===== src/rtl/mul_arbiter_pkg.sv =====
// rtl/mul_arbiter_pkg.sv - shared FSM encoding and width helper for mul_arbiter
package mul_arbiter_pkg;

    typedef enum logic [1:0] {
        ST_IDLE  = 2'd0,
        ST_START = 2'd1,
        ST_WAIT  = 2'd2
    } state_e;

    // Ceiling log2, never below 1 so a derived width is always legal.
    function automatic int clog2w(input int value);
        int r;
        int v;
        r = 0;
        v = value - 1;
        while (v > 0) begin
            r = r + 1;
            v = v >> 1;
        end
        return (r < 1) ? 1 : r;
    endfunction

endpackage


===== src/rtl/rr_select.sv =====
// rtl/rr_select.sv - combinational round-robin pick from a request vector
// Ports:
//   req_i   : per-requester request bits
//   ptr_i   : highest-priority requester index for this pick
//   grant_o : index of the first set request at ptr_i, ptr_i+1, ... (wrapping)
//   valid_o : at least one request is set
module rr_select #(
    parameter int NUM_REQ = 3,
    parameter int PW      = 2
) (
    input  logic [NUM_REQ-1:0] req_i,
    input  logic [PW-1:0]      ptr_i,
    output logic [PW-1:0]      grant_o,
    output logic               valid_o
);

    int idx;

    // Walk from the lowest priority to the highest so the last hit wins.
    always_comb begin
        grant_o = '0;
        valid_o = 1'b0;
        idx     = 0;
        for (int i = NUM_REQ - 1; i >= 0; i--) begin
            idx = (int'(ptr_i) + i) % NUM_REQ;
            if (req_i[idx]) begin
                grant_o = PW'(idx);
                valid_o = 1'b1;
            end
        end
    end

endmodule


===== src/rtl/mul_arbiter.sv =====
// rtl/mul_arbiter.sv - round-robin arbiter sharing one multiplier among requesters
// Ports:
//   clk_i, rst_i           : clock, synchronous active-high reset
//   req_i                  : per-requester level request
//   a_i, b_i               : packed operands, requester k at [k*2N +: 2N]
//   done_o, err_o          : one-cycle completion / timeout pulses
//   result_o               : product of the last completed operation (0 on timeout)
//   busy_o                 : an operation is in flight
//   mul_start_strb_o       : start strobe to the shared multiplier
//   mul_a_o, mul_b_o       : operands latched at grant
//   mul_done_strb_i        : multiplier completion strobe
//   mul_out_i              : multiplier result, valid with mul_done_strb_i
import mul_arbiter_pkg::*;

module mul_arbiter #(
    parameter int N       = 4,
    parameter int NUM_REQ = 3,
    parameter int TIMEOUT = 1023
) (
    input  logic                     clk_i,
    input  logic                     rst_i,
    input  logic [NUM_REQ-1:0]       req_i,
    input  logic [NUM_REQ*2*N-1:0]   a_i,
    input  logic [NUM_REQ*2*N-1:0]   b_i,
    output logic [NUM_REQ-1:0]       done_o,
    output logic                     err_o,
    output logic [2*N-1:0]           result_o,
    output logic                     busy_o,
    output logic                     mul_start_strb_o,
    output logic [2*N-1:0]           mul_a_o,
    output logic [2*N-1:0]           mul_b_o,
    input  logic                     mul_done_strb_i,
    input  logic [2*N-1:0]           mul_out_i
);

    localparam int W  = 2 * N;
    localparam int PW = clog2w(NUM_REQ);
    localparam int CW = clog2w(TIMEOUT + 1);

    state_e               state_q;
    logic [PW-1:0]        ptr_q;
    logic [PW-1:0]        ptr_d;
    logic [PW-1:0]        gnt_q;
    logic [CW-1:0]        cnt_q;
    logic [NUM_REQ-1:0]   done_q;
    logic                 err_q;
    logic [W-1:0]         result_q;
    logic                 strb_q;
    logic [W-1:0]         mul_a_q;
    logic [W-1:0]         mul_b_q;

    logic [W-1:0]         a_arr [NUM_REQ];
    logic [W-1:0]         b_arr [NUM_REQ];
    logic [PW-1:0]        sel_idx;
    logic                 sel_valid;

    for (genvar k = 0; k < NUM_REQ; k++) begin : g_unpack
        assign a_arr[k] = a_i[k*W +: W];
        assign b_arr[k] = b_i[k*W +: W];
    end

    rr_select #(
        .NUM_REQ (NUM_REQ),
        .PW      (PW)
    ) u_rr_select (
        .req_i   (req_i),
        .ptr_i   (ptr_q),
        .grant_o (sel_idx),
        .valid_o (sel_valid)
    );

    // Priority moves to the requester just after the one being finished.
    assign ptr_d = (gnt_q == PW'(NUM_REQ - 1)) ? '0 : gnt_q + PW'(1);

    always_ff @(posedge clk_i) begin
        if (rst_i) begin
            state_q  <= ST_IDLE;
            ptr_q    <= '0;
            gnt_q    <= '0;
            cnt_q    <= '0;
            done_q   <= '0;
            err_q    <= 1'b0;
            result_q <= '0;
            strb_q   <= 1'b0;
            mul_a_q  <= '0;
            mul_b_q  <= '0;
        end else begin
            // Pulse outputs default low; each is set for exactly one edge.
            done_q <= '0;
            err_q  <= 1'b0;
            strb_q <= 1'b0;
            case (state_q)
                ST_IDLE: begin
                    if (sel_valid) begin
                        gnt_q   <= sel_idx;
                        mul_a_q <= a_arr[sel_idx];
                        mul_b_q <= b_arr[sel_idx];
                        strb_q  <= 1'b1;
                        state_q <= ST_START;
                    end
                end
                ST_START: begin
                    cnt_q   <= '0;
                    state_q <= ST_WAIT;
                end
                ST_WAIT: begin
                    if (mul_done_strb_i) begin
                        result_q       <= mul_out_i;
                        done_q[gnt_q]  <= 1'b1;
                        ptr_q          <= ptr_d;
                        state_q        <= ST_IDLE;
                    end else if (cnt_q == CW'(TIMEOUT)) begin
                        result_q       <= '0;
                        done_q[gnt_q]  <= 1'b1;
                        err_q          <= 1'b1;
                        ptr_q          <= ptr_d;
                        state_q        <= ST_IDLE;
                    end else begin
                        cnt_q <= cnt_q + CW'(1);
                    end
                end
                default: state_q <= ST_IDLE;
            endcase
        end
    end

    assign done_o           = done_q;
    assign err_o            = err_q;
    assign result_o         = result_q;
    assign busy_o           = (state_q != ST_IDLE);
    assign mul_start_strb_o = strb_q;
    assign mul_a_o          = mul_a_q;
    assign mul_b_o          = mul_b_q;

endmodule


===== config.mk =====
export PLATFORM = sky130hd
export DESIGN_NAME = mul_arbiter
export DESIGN_NICKNAME = d
export VERILOG_FILES = /design/src/rtl/mul_arbiter_pkg.sv /design/src/rtl/rr_select.sv /design/src/rtl/mul_arbiter.sv
export SDC_FILE = /design/constraint.sdc
export NUM_CORES = 1
export LEC_CHECK = 0
export BUFFER_PORTS_ARGS = -buffer_cell sky130_fd_sc_hd__buf_2
export CORE_ASPECT_RATIO = 1.75
export CORE_MARGIN = 5
export CORE_UTILIZATION = 49
export DETAILED_ROUTE_END_ITERATION = 8
export MAX_ROUTING_LAYER = met4
export PLACE_DENSITY = 0.91
export SETUP_SLACK_MARGIN = 0.1
export SLEW_MARGIN = 20
export SYNTH_ARGS = -nofsm -noshare
export SYNTH_HDL_FRONTEND = slang
export SYNTH_SLANG_ARGS = --single-unit

===== constraint.sdc =====
create_clock -name clk_i -period 2.35 [get_ports clk_i]
set_input_delay 0.235 -clock clk_i [delete_from_list [all_inputs] [get_ports clk_i]]
set_output_delay 0.235 -clock clk_i [all_outputs]
set_load 0.01 [all_outputs]

* Word level (Yosys, flattened, before mapping)
Index checks and enable logic that the tools add are counted. W data, S select, Z words.
Word-level totals: word-level logic and storage cells 85, register bits 45, bits of input ports 62
Cells by class: mux-type cells 39, reduce and logical (&&, ||, !) cells 12, bitwise gates (word level) 3, div/mod/pow operators 3, equal/unequal tests 8, order comparisons 6, add/subtract/negate cells 4
Operator list (count):
- $lt A32 B4 Y1 const B | 3
- $mod A32 B3 Y32 const B | 2
- $mux W8 | 6
- $bmux W8 S2 | 2
- $mod A3 B3 Y32 const B | 1
- $mux W10 | 2
- $pmux W10 S2 | 1
- $mux W2 | 9
- $mux W1 | 12
- $add A10 B1 Y10 const B | 1
- $eq A10 B10 Y1 const B | 1
- $bmux W1 S2 | 3
- $mux W3 | 2
- $ne A2 B2 Y1 const B | 3
- $pmux W2 S3 | 1
- $reduce_and A2 Y1 | 3
- $reduce_bool A2 Y1 | 3
- $eq A2 B2 Y1 const B | 2
- $reduce_or A2 Y1 | 2
- $add A2 B1 Y3 const B | 1
- $add A2 B2 Y3 const B | 1
- $ge A3 B3 Y1 const B | 1
- $lt A2 B3 Y1 const B | 1
- $ne A3 B3 Y1 const B | 1
- 10 further kinds | 11

* Depth between registers and ports, before layout
depth after elaboration 12, depth in mapped cells 10, gate-level depth less buffers 7

* Hierarchy
A second synthesis with hierarchy kept.
Unflattened totals: cells, all modules 278, area, all modules 2343.5 um^2
By module, submodules not included:
- mul_arbiter | sequential area each 900.9 um^2, cells an instance 249, area an instance 2120.8 um^2, times used 1
- rr_select | sequential area each 0.0 um^2, cells an instance 29, area an instance 222.7 um^2, times used 1

* Worst setup path after synthesis
No wires, ideal clock.
path kind register -> register, from register ptr_q[0], to register mul_a_q[4] (netlist: mul_a_o[4]), library setup time 96 ps, cell stages (with the launch flop) 9, clock period less this slack 2060 ps, path buffers 1, slack 290 ps, data arrival time 1964 ps, data required time 2254 ps, path through dfxtp_1 inv_1 ha_1 a22oi_1 o22ai_2 o31ai_4 buf_6 nor3_1 o41ai_2
Between the ends: longest elaborated chain between the ends 12
RTL lines:
- start: declaration | line mul_arbiter.sv:41 | logic [PW-1:0] ptr_q;
- start signal: assignment | line mul_arbiter.sv:110 | ptr_q <= ptr_d;
- start signal: assignment | line mul_arbiter.sv:116 | ptr_q <= ptr_d;
- $add A2 B2 Y3 | line rr_select.sv:25 | idx = (int'(ptr_i) + i) % NUM_REQ;
- $mod A32 B3 Y32 | line rr_select.sv:25
- $bmux W1 S2 | line rr_select.sv:26 | if (req_i[idx]) begin
- $mux W1 (implied by the code) (2 in series) | line rr_select.sv:26
- $mux W2 (3 in series) | line rr_select.sv:26
- $not A2 Y3 (implied by the code) | line mul_arbiter.sv:96 | mul_a_q <= a_arr[sel_idx];
- $bmux W8 S2 | line mul_arbiter.sv:96
- $mux W8 (implied by the code) (2 in series) | line mul_arbiter.sv:96
- end signal: assignment | line mul_arbiter.sv:96
- end: declaration | line mul_arbiter.sv:49 | logic [W-1:0] mul_a_q;
Parallel ways exist; a longest one is shown, timed or not. The select of a mux whose other input is x is not followed. A chain may end at the register's enable or synchronous reset.

* Worst setup path after layout
from register ptr_q[1], to register mul_b_q[4] (netlist: mul_b_o[4])
Between the ends: longest elaborated chain between the ends 12
RTL lines:
- $add A2 B2 Y3 | line rr_select.sv:25
- $mod A32 B3 Y32 | line rr_select.sv:25
- $bmux W1 S2 | line rr_select.sv:26
- $mux W1 (implied by the code) (2 in series) | line rr_select.sv:26
- $mux W2 (3 in series) | line rr_select.sv:26
- $not A2 Y3 (implied by the code) | line mul_arbiter.sv:97 | mul_b_q <= b_arr[sel_idx];
- $bmux W8 S2 | line mul_arbiter.sv:97
- $mux W8 (implied by the code) (2 in series) | line mul_arbiter.sv:97
- end signal: assignment | line mul_arbiter.sv:97
- end: declaration | line mul_arbiter.sv:50 | logic [W-1:0] mul_b_q;
Parallel ways exist; a longest one is shown, timed or not. The select of a mux whose other input is x is not followed.

==> reports/metrics.cfg <==
[status]
status = complete, no violations

[route]
drtIter0Drc = 199
routed_wirelength_microns = 7310
drcViolationCount = 0
wl_per_cell_microns = 17.5
ant_nets = 0
vias_per_cell = 5.93
drtPass1Iterations = 5
vias = 2480

[worst_setup_path]
timing.rr.end = mul_b_o[4]
crit_arrival_ps = 2410
cp-end-kind = flip-flop
cp_max_fo = 8
rr_worst_depth = 8
required_ps = 2540
timing.rr.start = ptr_q[1]
startpoint = ptr_q[1]
regToRegSetupSlack_ps = 130
path_class = reg -> reg
start_kind = flip-flop

[sta]
rsz0062_at_grt = yes
hold_viol_final = 0
fin_skew_ps = 26.1
setup_viol = 0
relSlewSlack = 0.606
fin_crit_ps = 2220
tns_ps = 0
max_freq_mhz = 451
tightest_slew_ps = 589
slew_viol_final = 0
fin_crit_sh = 0.944

[synthesis]
synthArstFlopShare = 0
netlist_instances = 271
synth-warning-count = 0
ys_types = 50
synth-seq-cells = 45
synth_enable_flop_cells = 0
syn_area_sq_um = 2440
avgSynthCellArea_sq_um = 9.00
syn-num-nets = 337
synth_top_flop_cell = dfxtp_1
synth_seq_area_share = 0.369

[pwr]
comb_power_share = 0.261
power_switching_uw = 612
power-per-cell-area_nw_per_um2 = 627
finalPower_mw = 2.00
swShare = 0.306
p_seq_frac = 0.430
p_int_mw = 1.39
irDropWorstVdd_mv = 0.593
p_clk_frac = 0.308
leakage_nw = 1.37

[grt]
first_global_vias = 2456
grt_pass1_wl_microns = 11100
overflow = 0
grt_max_degree = 42
grt.total_usage = 0.214
antenna_found_initial = 0

[clocking]
path_clk_slew_ps = 90
clock-sinks = 45
h-tree-depth = 2
numCtsBuffers = 5
root_buffer = clkbuf_8
clock_latency_ps = 330
cts_tree = done
hold_buffers = 0
cts_buffer_depth = 2

[finish]
fin_util = 0.652
final_cell_count_no_fill = 418
fillers = 376
finalNetCount = 429
antenna_cells = 0
final_layout_size_suffix_gt1_frac = 0.401
area_growth_pct = 30.7
seqCellArea_sq_um = 902
multi_input_area_sq_um = 1460

[die]
pin_count = 92
core_sq_um = 4890
start_util = 0.499
die_h_microns = 103
dieArea_sq_um = 6550
num_rows = 34
die_w_microns = 63.3

[placed_design]
place_hpwl_microns = 4980
port_buffers = 91
place.gp.congestion = 1.02
place_inst = 405

[min_path]
min_from = mul_out_i[0]
hold_path_depth = 3
hold_path_end = result_o[0]
hold_class = in -> reg

[flow_run]
drv_cap = 0

## cell families (layout without fill, tap and decap cells)
group           count (synthesis)  in the layout  share of synthesized area
simple gates                  134            134                      0.299
compound gates                 56             56                      0.225
buf+inv                        26            119                     0.0631
xor+xnor                        3              3                     0.0108
mux                             3              3                     0.0123
fa+ha+maj                       4              4                     0.0205
flops                          45             45                      0.369
## sequential cells by signal, indices dropped and copies added (netlist names)
signal and count:
mul_b_o 8, err_o 1, mul_a_o 8, result_o 8, cnt_q 10, gnt_q 2, done_o 3, mul_start_strb_o 1
state_q 2, ptr_q 2
## power groups by stage
stage | Sequential, mW | Combinational (mW) | Clock [mW]
2_1_floorplan | 0.899 | 0.272 | 0
3_3_place_gp | 0.875 | 0.460 | 0
3_5_place_dp | 0.876 | 0.474 | 0
4_1_cts | 0.859 | 0.480 | 0.608
5_1_grt | 0.869 | 0.558 | 0.659
6_report | 0.860 | 0.522 | 0.616
## cells in the mapped netlist, types with 2 or more instances
master | number | share of area
ha_1 | 4 | 0.021
nor4b_1 | 2 | 0.0072
dfxtp_1 | 45 | 0.37
a211oi_2 | 2 | 0.010
buf_6 | 5 | 0.023
buf_2 | 3 | 0.0062
clkbuf_1 | 7 | 0.011
nand2b_1 | 6 | 0.015
nor2_1 | 39 | 0.060
xnor2_1 | 3 | 0.011
inv_1 | 7 | 0.011
a21oi_2 | 2 | 0.0072
o41ai_1 | 6 | 0.022
a31oi_1 | 3 | 0.0077
nor3b_1 | 2 | 0.0062
and2_1 | 4 | 0.010
a21oi_1 | 9 | 0.018
nand3b_1 | 17 | 0.052
o21ai_0 | 3 | 0.0062
nor4_1 | 2 | 0.0051
nand2_1 | 11 | 0.017
nand3_1 | 3 | 0.0062
mux2i_1 | 3 | 0.012
nor3_1 | 32 | 0.066
o41ai_2 | 11 | 0.073
buf_4 | 4 | 0.012
or3_1 | 3 | 0.0077
o21ai_1 | 2 | 0.0041
nor3_2 | 2 | 0.0082
a22oi_1 | 9 | 0.028
## what timing repair did
item,in CTS,in global routing
buffers inserted,0,5
setup endpoints to repair,5,20
pin swaps,1,3
gates resized for setup,4,9
## worst max-delay path, stage by stage (launching register included)
cell	delay, ps
dfxtp_2	360
inv_1	60
ha_2	300
mux2i_2	310
o22ai_2	160
o31a_4	440
buf_4	160
nor3_1	200
o41ai_2	120
## placed cells by master (no fill, tap or decap), types with 2 or more instances in the layout
master,Yosys,layout
nand3b_1,17,17
dfxtp_1,45,44
clkbuf_8,0,5
nand3_1,3,3
a31oi_1,3,3
or3_1,3,3
o41ai_1,6,5
o41ai_4,1,2
o41ai_2,11,11
ha_1,4,2
nor2_1,39,39
nor3_1,32,31
nor4b_1,2,2
nand2b_1,6,6
nand2_1,11,11
a21oi_1,9,9
a22oi_1,9,9
xnor2_1,3,3
a21oi_2,2,2
and2_1,4,4
inv_1,7,7
buf_12,0,5
buf_4,4,7
nor3_2,2,3
o21ai_0,3,3
buf_2,3,91
nor4_1,2,2
nor3b_1,2,2
## cell type report
| type | count | area share |
|---|---|---|
| well taps | 54 | 0.0212 |
| multi-input cells | 200 | 0.457 |
| inverters | 7 | 0.00824 |
| repair buffers | 104 | 0.194 |
| clock inverters | 3 | 0.0145 |
| clock buffers | 5 | 0.0216 |
| flip-flops and latches | 45 | 0.283 |
## metal layers
metal | global-route usage | part of all wire | vias to the layer above
li1 | - | - | 1174
met1 | 0.222 | 0.36 | 1191
met2 | 0.376 | 0.56 | 90
met3 | 0.0432 | 0.049 | 25
met4 | 0.117 | 0.040 | 0
met5 | - | 0 | -
## stage by stage
step	hold slack, ps	worst slack, ps	cell area (sq um)
detailed placement	469	77.0	2940
floorplan	383	290	2440
global route	182	42.3	3190
finish	159	132	3190
CTS	170	117	3070
global placement	462	139	2940
## worst max path at each step
stage               cells past startpoint    endpoint  slack, ps
floorplan                               8  mul_a_o[4]        290
global placement                        8    gnt_q[1]        140
detailed placement                      8    gnt_q[1]         80
CTS                                     8  mul_a_o[7]        120
global route                            8  mul_b_o[4]         40
finish                                  8  mul_b_o[4]        130
No activity file was read; power rests on OpenSTA's default activity.
